[config.mk]
export PLATFORM = sky130hd
export DESIGN_NAME = fifo_wptr_full
export DESIGN_NICKNAME = d
export VERILOG_FILES = /design/src/rtl/fifo_wptr_full_pkg.sv /design/src/rtl/fifo_wptr_full_sync.sv /design/src/rtl/fifo_wptr_full.sv
export SDC_FILE = /design/constraint.sdc
export NUM_CORES = 1
export LEC_CHECK = 0
export ABC_AREA = 1
export CAP_MARGIN = 25
export CORE_UTILIZATION = 25
export CTS_CLUSTER_SIZE = 24
export DETAILED_ROUTE_END_ITERATION = 12
export DONT_BUFFER_PORTS = 1
export GPL_TIMING_DRIVEN = 0
export PLACE_DENSITY = 0.48
export RECOVER_POWER = 100
export REMOVE_ABC_BUFFERS = 1
export SYNTH_ARGS = -nofsm -noshare
export SYNTH_HDL_FRONTEND = slang
export SYNTH_SLANG_ARGS = --single-unit
[constraint.sdc]
create_clock -name wclk -period 1.8 [get_ports wclk]
set_input_delay 0.36 -clock wclk [delete_from_list [all_inputs] [get_ports wclk]]
set_output_delay 0.36 -clock wclk [all_outputs]
set_load 0.01 [all_outputs]
[src/rtl/fifo_wptr_full_pkg.sv]
// Shared constants for the dual-clock FIFO pointer stages.
// FIFO_ALMOST_FULL_EN, when defined project-wide, enables the almost-full flag.
package fifo_wptr_full_pkg;

    localparam int A_LENGTH = 3;
    localparam int PTR_W    = A_LENGTH + 1;

endpackage

[src/rtl/fifo_wptr_full_sync.sv]
// Two-flop synchroniser with synchronous active-low reset.
// Shared by the write- and read-side pointer stages.
module sync_2ff #(
    parameter int W = 4
) (
    input  logic         clk_i,
    input  logic         rst_ni,
    input  logic [W-1:0] d_i,
    output logic [W-1:0] q_o
);

    logic [W-1:0] q1_q;
    logic [W-1:0] q2_q;

    always_ff @(posedge clk_i) begin
        if (!rst_ni) begin
            q1_q <= '0;
            q2_q <= '0;
        end else begin
            q1_q <= d_i;
            q2_q <= q1_q;
        end
    end

    assign q_o = q2_q;

endmodule

[src/rtl/fifo_wptr_full.sv]
// Write-side pointer, Gray publish and full/overflow flags of the async FIFO.
// Optional almost-full output under FIFO_ALMOST_FULL_EN.
module fifo_wptr_full
    import fifo_wptr_full_pkg::*;
#(
    parameter int ADDR_W = A_LENGTH
`ifdef FIFO_ALMOST_FULL_EN
    ,
    parameter int AF_THRESH = (1 << ADDR_W) - 2
`endif
) (
    input  logic              wclk,
    input  logic              wrst_n,
    input  logic              winc,
    input  logic [ADDR_W:0]   rptr_gray,
    output logic [ADDR_W-1:0] waddr,
    output logic              wen,
    output logic [ADDR_W:0]   wptr_gray,
    output logic              wfull,
`ifdef FIFO_ALMOST_FULL_EN
    output logic              walmost_full,
`endif
    output logic              wovf
);

    localparam int WP = ADDR_W + 1;

    logic [WP-1:0] wbin_q;
    logic [WP-1:0] wbin_d;
    logic [WP-1:0] wgray_q;
    logic [WP-1:0] wgray_d;
    logic [WP-1:0] rq2;
    logic          wfull_q;
    logic          wfull_d;
    logic          wovf_q;
    logic          accept;

    sync_2ff #(.W(WP)) u_rsync (
        .clk_i  (wclk),
        .rst_ni (wrst_n),
        .d_i    (rptr_gray),
        .q_o    (rq2)
    );

    assign accept  = winc & ~wfull_q;
    assign wbin_d  = wbin_q + WP'(accept);
    assign wgray_d = (wbin_d >> 1) ^ wbin_d;
    // Full when the next pointer is exactly one lap ahead of the synced read pointer
    assign wfull_d = (wgray_d == {~rq2[ADDR_W:ADDR_W-1], rq2[ADDR_W-2:0]});

    always_ff @(posedge wclk) begin
        if (!wrst_n) begin
            wbin_q  <= '0;
            wgray_q <= '0;
            wfull_q <= 1'b0;
            wovf_q  <= 1'b0;
        end else begin
            wbin_q  <= wbin_d;
            wgray_q <= wgray_d;
            wfull_q <= wfull_d;
            wovf_q  <= winc & wfull_q;
        end
    end

`ifdef FIFO_ALMOST_FULL_EN
    localparam logic [WP-1:0] AF_T = WP'(AF_THRESH);

    logic [WP-1:0] rbin_s;
    logic [WP-1:0] fill;
    logic          walmost_full_q;
    logic          walmost_full_d;

    always_comb begin
        rbin_s = '0;
        rbin_s[WP-1] = rq2[WP-1];
        for (int i = WP - 2; i >= 0; i--) begin
            rbin_s[i] = rbin_s[i+1] ^ rq2[i];
        end
    end

    assign fill           = wbin_d - rbin_s;
    assign walmost_full_d = (fill >= AF_T) | wfull_d;

    always_ff @(posedge wclk) begin
        if (!wrst_n) begin
            walmost_full_q <= 1'b0;
        end else begin
            walmost_full_q <= walmost_full_d;
        end
    end

    assign walmost_full = walmost_full_q;
`endif

    assign waddr     = wbin_q[ADDR_W-1:0];
    assign wen       = winc & ~wfull_q;
    assign wptr_gray = wgray_q;
    assign wfull     = wfull_q;
    assign wovf      = wovf_q;

endmodule

# [Word-level counts from Yosys, hierarchy flattened]
# Cells that the tools add are included.
[word_totals] word_cells=13 ff_bits=18 output_inout_bits=10
[op_classes] add_sub_neg=1 bitwise=5 n_eq_ne=1
[ops] cell="$add 4x1->4" n=1
[ops] cell="$eq 4x4->1" n=1
[ops] cell="$xor 3x4->4" n=1
[ops] cell="$and 1x1->1" n=2
[ops] cell="$not 2->2" n=1
[ops] cell="$not 1->1" n=1

# [Longest topological paths before layout]
[logic_depth] ltp_word=5 depth_mapped=12 depth_no_buf=12

# [Cells and area by module]
# A second synthesis with hierarchy kept.
[hier_totals] cells_unflattened=89 hier_area_um2=671.9
[by_module_without_submodules] mod="fifo_wptr_full" n_inst=1 area_per_inst_um2=446.7 cells_each=64
[by_module_without_submodules] mod="sync_2ff" n_inst=1 area_per_inst_um2=225.2 cells_each=25

# [Least setup slack after synthesis]
# Ideal clock, no wire load.
[synth_timing] path_type="input to register" startpoint="input port winc" endpoint="register wfull_q, in the netlist wfull" path_buffers=0 t_required_ps=1736 setup_ps=64 path_stages=11 t_arrival_ps=1650 slack_ps=86 cell_sequence="inv_1 nor2_1 ha_1 ha_1 inv_1 nand2_1 nand3_1 nand3_1 nor2_1 nand3_1 nor2_1"
[synth_via] elab_chain_len=4
[synth_rtl] item="start: declaration" line_no="fifo_wptr_full.sv:14" text="input logic winc,"
[synth_rtl] item="$and 1x1->1"
[synth_rtl] item="via wen" line_no="fifo_wptr_full.sv:17" text="output logic wen,"
[synth_rtl] item="$add 4x1->4" line_no="fifo_wptr_full.sv:46" text="assign wbin_d = wbin_q + WP'(accept);"
[synth_rtl] item="via wbin_d[1]" line_no="fifo_wptr_full.sv:29" text="logic [WP-1:0] wbin_d;"
[synth_rtl] item="$xor 3x4->4" line_no="fifo_wptr_full.sv:47" text="assign wgray_d = (wbin_d >> 1) ^ wbin_d;"
[synth_rtl] item="$eq 4x4->1" line_no="fifo_wptr_full.sv:49" text="assign wfull_d = (wgray_d == {~rq2[ADDR_W:ADDR_W-1], rq2[ADDR_W-2:0]});"
[synth_rtl] item="end signal: assignment" line_no="fifo_wptr_full.sv:60" text="wfull_q <= wfull_d;"
[synth_rtl] item="end: declaration" line_no="fifo_wptr_full.sv:33" text="logic wfull_q;"
# The timed path passes the listed nets, and every way through them passes these cells.
# A chain may end at the register's enable or synchronous reset.

# [Worst setup path after layout]
[layout_timing] startpoint="register wfull_q, in the netlist wfull" endpoint="register wfull_q, in the netlist wfull"
[layout_via] elab_chain_len=5
[layout_rtl] item="$not 1->1"
[layout_rtl] item="$and 1x1->1"
[layout_rtl] item="via wen" line_no="fifo_wptr_full.sv:17"
[layout_rtl] item="$add 4x1->4" line_no="fifo_wptr_full.sv:46"
[layout_rtl] item="via wbin_d[1]" line_no="fifo_wptr_full.sv:29"
[layout_rtl] item="$xor 3x4->4" line_no="fifo_wptr_full.sv:47"
[layout_rtl] item="$eq 4x4->1" line_no="fifo_wptr_full.sv:49"
# The timed path passes the listed nets, and every way through them passes these cells.

==> results.md <==
* Routability Congestion at 0.753
* Core Area at between 2000 and 3000 um2
* Top Ports at 17
* Sink Count at 17
* Post-DP HPWL at ~900 um
* Leakage at 0.000408 uW
* WL/cell at approximately 9.5 um
* Initial Util at 27.4%
* CTS tree: built
* Routed Wire Length at between 1000 and 1500 um
* CP Capture Type: register
* Reg area at ~340 um2
* Layout fillers at between 200 and 300
* Slew Viols, Final at 0
* Synth async-reset ratio at 0%
* VDD IR max at ~0.00065 V
* Status: completed
* Cell Area, Synth at roughly 700 um2
* Die width at 54.8 um
* CP Class: reg -> reg
* Crit-path max cell delay at between 0.3 and 0.4 ns
* Rows at 18
* Die height at approximately 55 um
* Vias at between 500 and 600
* Final Hold Fails at 0
* Relative slew slack at between 80% and 90%
* Top Usage Layer GRT: met2
* Required @ worst endpoint at about 2 ns
* Vias per cell at roughly 4.2
* Nets at ~110
* 1st-pass router iterations at 2
* Fin Setup TNS at 0 ns
* Initial antenna violation count at 0
* Worst r2r path cells at 10
* Critical-path top delay cell: dfxtp_4
* Reg2Reg Setup Slack at approximately 0.17 ns
* Later-pin clock latency in the skew report at roughly 0.29 ns
* PortBufs at 0
* Hold endpoint: u_rsync.q_o[2]
* Total grt overflow at 0
* Met3 GRT Util at 6.11%
* First-pass GRT wire length at approximately 2000 um
* Synth area leaders: dfxtp_1 (49%), nand2_1 (15%), inv_1 (9.7%), nand3_1 (6.5%), nor2_1 (3.8%)
* Share of layout cells above drive strength 1 at between 10% and 20%
* Longest Clk Path Bufs at 2
* Buffers and inverters on the worst path at 1
* Crit-path cells: nor2_4, ha_4, ha_2, inv_2, nand2_1, nand3_1, nand3_1, nor2_1, nand3_1, nor2_1
* Crit-path leading delay family: simple AND/OR/NAND/NOR gates
* Grt met1 use at 10.2%
* Yosys reg bits at 17
* Clk_skew at between 0.005 and 0.006 ns
* Number of distinct library cells after synthesis at 14
* Startpoint Class: register
* Total power per unit cell area at approximately 880 nW/um2
* Post-synth EDFFs at 0
* Hold path start: wrst_n
* End of the worst register-to-register path: wfull
* Area grow syn2layout at 13.6%
* Crit path top cell by count: nand3_1
* Worst-path fanout max at 6
* Largest net degree at the start of global routing at 13
* Crit path time final at around 1.6 ns
* Register area share after synthesis at between 40 and 50%
* Synth area leader: dfxtp_1
* H-tree depth at 1
* Core Util, Final at 31.1%
* Hold Buf Count CTS at 0
* Worst Tran Pin Value at slightly below 0.3 ns
* Post-synth top flop: dfxtp_1
* Post-route DRC at 0
* Total of warnings raised by yosys at 0
* Max Clk Rate at approximately 610 MHz
* Max Cap Viol at 0
* Die area at 3000 um2
* Antenna-violating nets left at 0
* Vias in the first global route at 500
* N_diodes at 0
* Iteration-0 DRC Markers at 5
* Tot GR Track Use at 9.68%
* CTS root buf: clkbuf_4
* Total CTS buffers at 3
* Period utilization at around nine tenths
* Synth top area share at slightly below 50%
* R2r startpoint: wfull
* CTS clk-pin slew, worst paths at roughly 0.10 ns
* Top cells by count, synth: nand2_1 (27), inv_1 (18), dfxtp_1 (17), nand3_1 (9), nor2_1 (7)
* Hold Path Class: in -> reg
* Most frequent cell after synthesis: nand2_1
* M2 GR Usage at roughly 16%
* Avg Cell Area, Syn at approximately 7.4 um2
* Arrival time worst endpoint at between 1.5 and 2 ns
* Final setup viols at 0
* Synth Instances at 94
* Setup crit start: wfull
* Multi-input gate area at between 300 and 400 um2
* Worst hold path depth at 2
-- state kept, by name, indices dropped and copies added (netlist names) --
signal	count
u_rsync.q1_q	4
wbin_q	4
u_rsync.q_o	4
wovf	1
wfull	1
wptr_gray	3
-- through the flow --
| stage | instance area (um2) | std cells | hold slack, ns | worst slack [ns] | total power [uW] |
|---|---|---|---|---|---|
| 2_1_floorplan | 693 | 93 | 0.390 | 0.0865 | 482 |
| 3_3_place_gp | 731 | 123 | 0.393 | -0.123 | 496 |
| 3_5_place_dp | 731 | 123 | 0.399 | -0.140 | 498 |
| 4_1_cts | 769 | 127 | 0.145 | 0.0216 | 711 |
| 5_1_grt | 792 | 128 | 0.142 | -0.000159 | 749 |
| 6_report | 792 | 128 | 0.163 | 0.167 | 701 |
-- cells in the final DEF, fill, tap and decap left out, types with 3 or more instances in the layout --
cell | netlist | layout
a21oi_1 | 3 | 3
clkbuf_4 | 0 | 3
dfxtp_1 | 17 | 16
inv_1 | 18 | 17
inv_2 | 2 | 3
nand2_1 | 27 | 27
nand3_1 | 9 | 9
nor2_1 | 7 | 6
-- where the power goes --
part           switching (uW)  internal (uW)  leakage [uW]
combinational            50.3           36.9      0.000250
sequential               17.2            394      0.000140
clock                     119           82.5     0.0000177
-- per-layer routing --
layer | vias to the layer above | wire length (um)
met5 | - | 0
met4 | 0 | 0
met3 | 0 | 77
met2 | 13 | 573
met1 | 233 | 565
li1 | 289 | -
-- cell families (layout without fill, tap and decap cells) --
family	count (synthesis)	count (layout)	share of synthesized area [%]
DFF	17	17	48.8
buffers and inverters	21	25	11.3
and+or+nand+nor	51	51	34.1
AOI/OAI and AO/OA	3	3	2.15
adders and majority gates	2	2	3.59
-- worst max-delay path by stage --
stage	end	cells past startpoint
floorplan	wfull	11
global placement	wfull	11
detailed placement	wfull	11
CTS	wfull	10
global route	wfull	10
finish	wfull	10
-- area by class of cell --
class / count / area share, %
Clock inverter: 1 / 0.632
Tap cell: 30 / 4.74
Clock buffer: 3 / 2.84
Multi-Input combinational cell: 56 / 37.9
Timing Repair Buffer: 1 / 0.948
Sequential cell: 17 / 43.4
Inverter: 20 / 9.48
-- timing repair --
action                                  in CTS  in global routing
endpoints found under the setup margin       1                  1
gates cloned                                 0                  0
endpoints found under the hold margin        0                  0
buffers inserted                             0                  1
pin swaps                                    0                  1
resized for setup                            4                  4
(Power assumes the default switching activity.)
